$ cat src/rtl/display_scan_ctrl_pkg.sv
// Shared definitions for the multiplexed 8-digit seven-segment scan controller:
// state encoding, digit count and the hex glyph table.
package display_scan_ctrl_pkg;

  typedef enum logic [1:0] {
    ST_IDLE  = 2'd0,
    ST_BLANK = 2'd1,
    ST_SHOW  = 2'd2
  } scan_state_t;

  localparam int NUM_DIGITS = 8;
  localparam int IDX_W      = 3;
  localparam int NIBBLE_W   = 4;
  localparam int SEG_W      = 7;

  // Segment order {g,f,e,d,c,b,a}; entry n is the glyph for hex value n.
  localparam logic [15:0][SEG_W-1:0] SEG_GLYPHS = {
    7'h71, 7'h79, 7'h5E, 7'h39, 7'h7C, 7'h77, 7'h6F, 7'h7F,
    7'h07, 7'h7D, 7'h6D, 7'h66, 7'h4F, 7'h5B, 7'h06, 7'h3F
  };

  function automatic logic [NUM_DIGITS-1:0] digit_select(input logic [IDX_W-1:0] idx);
    return NUM_DIGITS'(1) << idx;
  endfunction

endpackage

$ cat src/rtl/display_scan_ctrl_if.sv
// Digit-write bus, scan controls and display drive outputs of the scan controller.
interface display_scan_ctrl_if;
  import display_scan_ctrl_pkg::*;

  logic                  n_en;
  logic                  wr_en;
  logic [IDX_W-1:0]      wr_addr;
  logic [NIBBLE_W-1:0]   wr_data;
  logic                  lzb;
  logic [NUM_DIGITS-1:0] ds;
  logic [SEG_W-1:0]      led;
  logic                  frame_done;

  modport master (
    output n_en, wr_en, wr_addr, wr_data, lzb,
    input  ds, led, frame_done
  );

  modport slave (
    input  n_en, wr_en, wr_addr, wr_data, lzb,
    output ds, led, frame_done
  );

endinterface

$ cat src/rtl/display_scan_ctrl_seg7_decode.sv
// Combinational hex-to-seven-segment decoder, active-high segments {g,f,e,d,c,b,a}.
module seg7_decode
  import display_scan_ctrl_pkg::*;
(
  input  logic [NIBBLE_W-1:0] digit,
  output logic [SEG_W-1:0]    seg
);

  assign seg = SEG_GLYPHS[digit];

endmodule

$ cat src/rtl/display_scan_ctrl.sv
// Eight-digit multiplexed display scanner: digit register file, IDLE/BLANK/SHOW
// slot sequencer, leading-zero blanking and fully registered display outputs.
module display_scan_ctrl
  import display_scan_ctrl_pkg::*;
#(
  parameter int SCAN_DIV  = 62500,
  parameter int BLANK_CYC = 16
) (
  input  logic              clk_50mhz,
  input  logic              n_rst,
  display_scan_ctrl_if.slave bus
);

  localparam int CNT_W = (SCAN_DIV > 2) ? $clog2(SCAN_DIV) : 1;
  localparam logic [CNT_W-1:0] CNT_LAST   = CNT_W'(SCAN_DIV - 1);
  localparam logic [CNT_W-1:0] BLANK_LAST = CNT_W'(BLANK_CYC - 1);
  localparam logic [IDX_W-1:0] IDX_LAST   = IDX_W'(NUM_DIGITS - 1);

  logic [1:0] rst_sync_q;
  logic       run_ok;

  scan_state_t      state_q, state_nxt;
  logic [IDX_W-1:0] idx_q, idx_nxt;
  logic [CNT_W-1:0] cnt_q, cnt_nxt;
  logic             wrap;

  logic [NUM_DIGITS-1:0][NIBBLE_W-1:0] digits_q, digits_nxt;

  logic [SEG_W-1:0]      glyph;
  logic                  lz_blank;
  logic [NUM_DIGITS-1:0] ds_d;
  logic [SEG_W-1:0]      led_d;

  logic [NUM_DIGITS-1:0] ds_p0;
  logic [SEG_W-1:0]      led_p0;
  logic                  frame_done_p0;

  // Reset asserts asynchronously but releases through two flops, so the
  // sequencer never moves on the edge that sees n_rst rise.
  always_ff @(posedge clk_50mhz or negedge n_rst) begin
    if (!n_rst) rst_sync_q <= '0;
    else        rst_sync_q <= {rst_sync_q[0], 1'b1};
  end

  assign run_ok = rst_sync_q[1];

  // Write-through view of the register file: outputs are built from it so a
  // digit written on this edge is visible in the very next displayed cycle.
  always_comb begin
    digits_nxt = digits_q;
    if (bus.wr_en) digits_nxt[bus.wr_addr] = bus.wr_data;
  end

  always_ff @(posedge clk_50mhz or negedge n_rst) begin
    if (!n_rst) digits_q <= '0;
    else        digits_q <= digits_nxt;
  end

  always_ff @(posedge clk_50mhz or negedge n_rst) begin
    if (!n_rst) begin
      state_q <= ST_IDLE;
      idx_q   <= '0;
      cnt_q   <= '0;
    end else begin
      state_q <= state_nxt;
      idx_q   <= idx_nxt;
      cnt_q   <= cnt_nxt;
    end
  end

  always_comb begin
    state_nxt = state_q;
    idx_nxt   = idx_q;
    cnt_nxt   = cnt_q;
    wrap      = 1'b0;
    if (run_ok) begin
      if (bus.n_en) begin
        state_nxt = ST_IDLE;
        idx_nxt   = '0;
        cnt_nxt   = '0;
      end else begin
        unique case (state_q)
          ST_IDLE: begin
            state_nxt = ST_BLANK;
            idx_nxt   = '0;
            cnt_nxt   = '0;
          end
          ST_BLANK: begin
            cnt_nxt = cnt_q + CNT_W'(1);
            if (cnt_q == BLANK_LAST) state_nxt = ST_SHOW;
          end
          ST_SHOW: begin
            if (cnt_q == CNT_LAST) begin
              cnt_nxt   = '0;
              idx_nxt   = idx_q + IDX_W'(1);
              state_nxt = ST_BLANK;
              wrap      = (idx_q == IDX_LAST);
            end else begin
              cnt_nxt = cnt_q + CNT_W'(1);
            end
          end
          default: begin
            state_nxt = ST_IDLE;
            idx_nxt   = '0;
            cnt_nxt   = '0;
          end
        endcase
      end
    end
  end

  seg7_decode u_seg7_decode (
    .digit (digits_nxt[idx_nxt]),
    .seg   (glyph)
  );

  // Leading zero: this digit and every digit to its left hold 0; digit 0 is exempt.
  always_comb begin
    lz_blank = bus.lzb && (idx_nxt != '0);
    for (int j = 0; j < NUM_DIGITS; j++) begin
      if ((j >= int'(idx_nxt)) && (digits_nxt[j] != '0)) lz_blank = 1'b0;
    end
  end

  always_comb begin
    ds_d  = '0;
    led_d = '0;
    if (state_nxt == ST_SHOW) begin
      ds_d  = digit_select(idx_nxt);
      led_d = lz_blank ? '0 : glyph;
    end
  end

  // Output stage: registered copies aligned with the state register.
  always_ff @(posedge clk_50mhz or negedge n_rst) begin
    if (!n_rst) begin
      ds_p0         <= '0;
      led_p0        <= '0;
      frame_done_p0 <= 1'b0;
    end else begin
      ds_p0         <= ds_d;
      led_p0        <= led_d;
      frame_done_p0 <= wrap;
    end
  end

  assign bus.ds         = ds_p0;
  assign bus.led        = led_p0;
  assign bus.frame_done = frame_done_p0;

endmodule

$ cat src/flat_wrapper.sv
// flat-port wrapper written by rule: the top's interface ports become plain ports
module display_scan_ctrl_flat import display_scan_ctrl_pkg::*;
#(
  parameter int SCAN_DIV  = 62500,
  parameter int BLANK_CYC = 16
)
  (clk_50mhz, n_rst, bus_n_en, bus_wr_en, bus_wr_addr, bus_wr_data, bus_lzb, bus_ds, bus_led, bus_frame_done);
  display_scan_ctrl_if bus_i ();
  input  logic clk_50mhz;
  input  logic n_rst;
  input wire logic [$bits(bus_i.n_en)-1:0] bus_n_en;
  input wire logic [$bits(bus_i.wr_en)-1:0] bus_wr_en;
  input wire logic [$bits(bus_i.wr_addr)-1:0] bus_wr_addr;
  input wire logic [$bits(bus_i.wr_data)-1:0] bus_wr_data;
  input wire logic [$bits(bus_i.lzb)-1:0] bus_lzb;
  output wire logic [$bits(bus_i.ds)-1:0] bus_ds;
  output wire logic [$bits(bus_i.led)-1:0] bus_led;
  output wire logic [$bits(bus_i.frame_done)-1:0] bus_frame_done;
  assign bus_i.n_en = bus_n_en;
  assign bus_i.wr_en = bus_wr_en;
  assign bus_i.wr_addr = bus_wr_addr;
  assign bus_i.wr_data = bus_wr_data;
  assign bus_i.lzb = bus_lzb;
  assign bus_ds = bus_i.ds;
  assign bus_led = bus_i.led;
  assign bus_frame_done = bus_i.frame_done;
  display_scan_ctrl #(.SCAN_DIV(SCAN_DIV), .BLANK_CYC(BLANK_CYC)) u_core (.clk_50mhz(clk_50mhz), .n_rst(n_rst), .bus(bus_i));
endmodule
$ cat config.mk
export PLATFORM = sky130hd
export DESIGN_NAME = display_scan_ctrl_flat
export DESIGN_NICKNAME = d
export VERILOG_FILES = /design/src/rtl/display_scan_ctrl_pkg.sv /design/src/rtl/display_scan_ctrl_if.sv /design/src/rtl/display_scan_ctrl_seg7_decode.sv /design/src/rtl/display_scan_ctrl.sv /design/src/flat_wrapper.sv
export SDC_FILE = /design/constraint.sdc
export NUM_CORES = 1
export LEC_CHECK = 0
export ABC_AREA = 1
export CAP_MARGIN = 5
export CELL_PAD_IN_SITES_DETAIL_PLACEMENT = 1
export CELL_PAD_IN_SITES_GLOBAL_PLACEMENT = 2
export CORE_MARGIN = 5
export CORE_UTILIZATION = 38
export DETAILED_ROUTE_END_ITERATION = 7
export GPL_ROUTABILITY_DRIVEN = 0
export HOLD_SLACK_MARGIN = 0.05
export PLACE_DENSITY_LB_ADDON = 0.1
export SLEW_MARGIN = 20
export SYNTH_ARGS = -nofsm -noshare
export SYNTH_HDL_FRONTEND = slang
export SYNTH_SLANG_ARGS = --single-unit
export TNS_END_PERCENT = 20
$ cat constraint.sdc
create_clock -name clk_50mhz -period 5.1 [get_ports clk_50mhz]
set_clock_uncertainty 0.1 [all_clocks]
set_input_delay 1.02 -clock clk_50mhz [delete_from_list [all_inputs] [get_ports clk_50mhz]]
set_output_delay 1.02 -clock clk_50mhz [all_outputs]
set_load 0.02 [all_outputs]
==> out/metrics.cfg <==
[status]
status = finished, final reports clean

[sta]
tightestPinTransition_ns = 0.863
rsz0062_at_grt = false
min_period_over_period_pct = 68.7
slew_violations = 0
period_needed_ns = 3.50
hold_viol = 0
fmax_ghz = 0.286
maxSlewHeadroom_pct = 42.5
timing.setup.tns_ns = 0
finalSetupViolCount = 0

[floorplan]
core_um2 = 10300
die-area_um2 = 12800
initial_core_util_pct = 39.1
rows = 37
die_x_um = 113
die_y_um = 113
boundaryPins = 28

[pwr]
power.leakage_nw = 2.25
ir_worst_vdd_v = 0.000137
power_mw = 1.45
cellPowerDensity_nw_per_um2 = 311

[clock_tree]
cts-root-buf = clkbuf_8
post_cts_buffers = 0
clk_latency_ns = 0.35
postCtsResizedCells = 0
cts-htree-levels = 3
path_clk_slew_ns = 0.07
clock_sinks = 71
cts_hold_buf = 0
cts-buffers-inserted = 9
cts_tree = yes
cts_buffer_depth = 2

[logic_synthesis]
synth_area_per_cell_um2 = 7.66
synth_compound_area_share_pct = 10.8
synth-adder-area-share_pct = 3.72
synthXorXnorAreaFrac_pct = 0.651
synthMuxAreaShare_pct = 0
ys_ff_latch = 71
synth_nets = 551
synth_top_family_by_area = simple AND/OR/NAND/NOR gates
synth.distinct_cells = 36
syn-cell-area_um2 = 4040
synth.area.top_cells = dfrtp_1, nand2_1, inv_1
ys_seq_area_share_pct = 44.0
yosys_warnings = 0
synth_top_area_share_pct = 44.0
synthSimpleGateAreaFrac_pct = 31.8
synthCells = 527
synth_largest_area_cell = dfrtp_1

[critical_path]
cp.buffers_inverters = 4
required_ns = 5.28
start_kind = input pin
cpMostUsedCell = nand2_1
crit_path_end_kind = flip-flop
worstPathArrival_ns = 3.69
reg2reg_from = u_core.rst_sync_q[1]$_DFF_PN0_
critical_path.max_fanout = 11
critical_path.top_delay_family = simple AND/OR/NAND/NOR gates
reg2regPathDepth = 14
cp_cell_sequence = clkdlybuf4s50_1 > inv_1 > nand2_1 > nor2_1 > nand2_4 > nand2_4 > a21oi_2 > nand2_1 > nand2_1 > nand2_1 > nand2_2 > inv_1 > ha_1 > inv_1 > nand2_1 > nand3_1 > nand2_1 > nor2_1
slowest_delay_ns = 0.53
r2r-end = u_core.bus.led[3]$_DFF_PN0_
regToRegSetupSlack_ns = 1.70
slowest_stage = a21oi_2
path_class = input pin to flip-flop

[detailed_routing]
drt_iter0_markers = 115
routed_wl_um = 10600
dr.pass1.iters = 4
via_per_inst = 4.95
dr_total_vias = 3463
wl_per_cell_um = 15.2
drc_errors = 0
final_antenna_net_count = 0

[worst_hold_path]
worstHoldStart = u_core.rst_sync_q[0]$_DFF_PN0_
hold_depth = 0
hold_class = flip-flop to flip-flop
whs_endpoint = u_core.rst_sync_q[1]$_DFF_PN0_

[cells_and_area]
multi_input_area_um2 = 1900
fillers = 1290
utilization_pct = 45.1
final_cell_mix = nand2_1, inv_1, dfrtp_1, nand3_1, o21ai_0
final_nets = 583
final_common_cell = nand2_1
antenna_cells = 0
area_delta_synth_final_pct = 15.4
final_cell_area_um2 = 4660
drive_above_1_share_pct = 10.1
seqCellArea_um2 = 1780

[run]
max-cap-violations = 0

[grt]
antenna_found_initial = 0
grt_pass1_vias = 3633
grt_usage_pct = 17.5
grt-ovfl-total = 0
grt_max_degree = 37
grt_pass1_wl_um = 18000

[placed_design]
placed_area_um2 = 4410
port_buffers = 27
dp_hpwl_um = 7940

## logic make-up (layout without fill, tap and decap cells)
logic type | after synthesis | after routing
XOR/XNOR | 3 | 3
AO/OA/AOI/OAI | 75 | 75
flip-flops | 71 | 71
adder cells (fa/ha/maj) | 12 | 12
other | 1 | 1
buffers and inverters | 85 | 122
AND/OR/NAND/NOR | 280 | 280
## through the flow
step | setup slack (ns) | hold slack (ns) | instances
global placement | 1.22 | 0.233 | 684
CTS | 1.58 | 0.261 | 700
floorplan | 2.09 | 0.231 | 527
detailed placement | 1.22 | 0.244 | 684
global route | 1.36 | 0.269 | 700
finish | 1.60 | 0.258 | 700
## final cells by class
cell class	instances	area share, %
Sequential cell	71	38.2
Inverter	78	6.29
Clock inverter	2	1.29
Clock buffer	14	3.92
Multi-Input combinational cell	371	40.8
Tap cell	136	3.65
Timing Repair Buffer	28	5.86
## report_power, final
part / switching [mW] / leakage (nW) / internal (mW)
logic: 0.180 / 1.22 / 0.0877
clock network: 0.219 / 0.123 / 0.330
registers: 0.0173 / 0.912 / 0.612
## flip-flops by register name (all words and copies together), names as in the netlist
| signal | cells |
|---|---|
| u_core.bus.ds | 8 |
| u_core.bus.frame_done | 1 |
| u_core.bus.led | 7 |
| u_core.cnt_q | 16 |
| u_core.digits_q | 32 |
| u_core.idx_q | 3 |
| u_core.rst_sync_q | 2 |
| u_core.state_q | 2 |
## how the worst max path moves through the flow
stage / from / to / slack (ns) / cells after the start
after floorplan: bus_n_en / u_core.bus.led[3]$_DFF_PN0_ / 2.09 / 19
after detailed placement: bus_n_en / u_core.bus.led[3]$_DFF_PN0_ / 1.22 / 18
final: bus_n_en / u_core.bus.led[3]$_DFF_PN0_ / 1.60 / 18
after CTS: bus_n_en / u_core.bus.led[3]$_DFF_PN0_ / 1.58 / 18
after global placement: bus_n_en / u_core.bus.led[3]$_DFF_PN0_ / 1.22 / 18
after global routing: bus_n_en / u_core.bus.led[1]$_DFF_PN0_ / 1.36 / 18
## cells in the mapped netlist, drive strengths merged
cell,n
nor2,43
nand4,2
nor3,8
buf,5
a31oi,1
o22ai,6
a21oi,9
dfrtp,71
inv,76
o32ai,2
nor4,3
clkinv,2
o21ai,50
nand3,52
conb,1
nand2,171
xor2,3
ha,12
a22o,1
a21boi,1
o21a,5
clkbuf,2
nor3b,1
## routing by layer
metal | vias up | global-route usage, % | wire, µm
met5 | - | 0 | 0
met4 | 0 | 6.17 | 145
met3 | 9 | 2.46 | 305
met2 | 44 | 28.0 | 4750
met1 | 1663 | 24.4 | 5410
li1 | 1747 | - | -
Note: power is estimated with default switching activity, not from simulation.
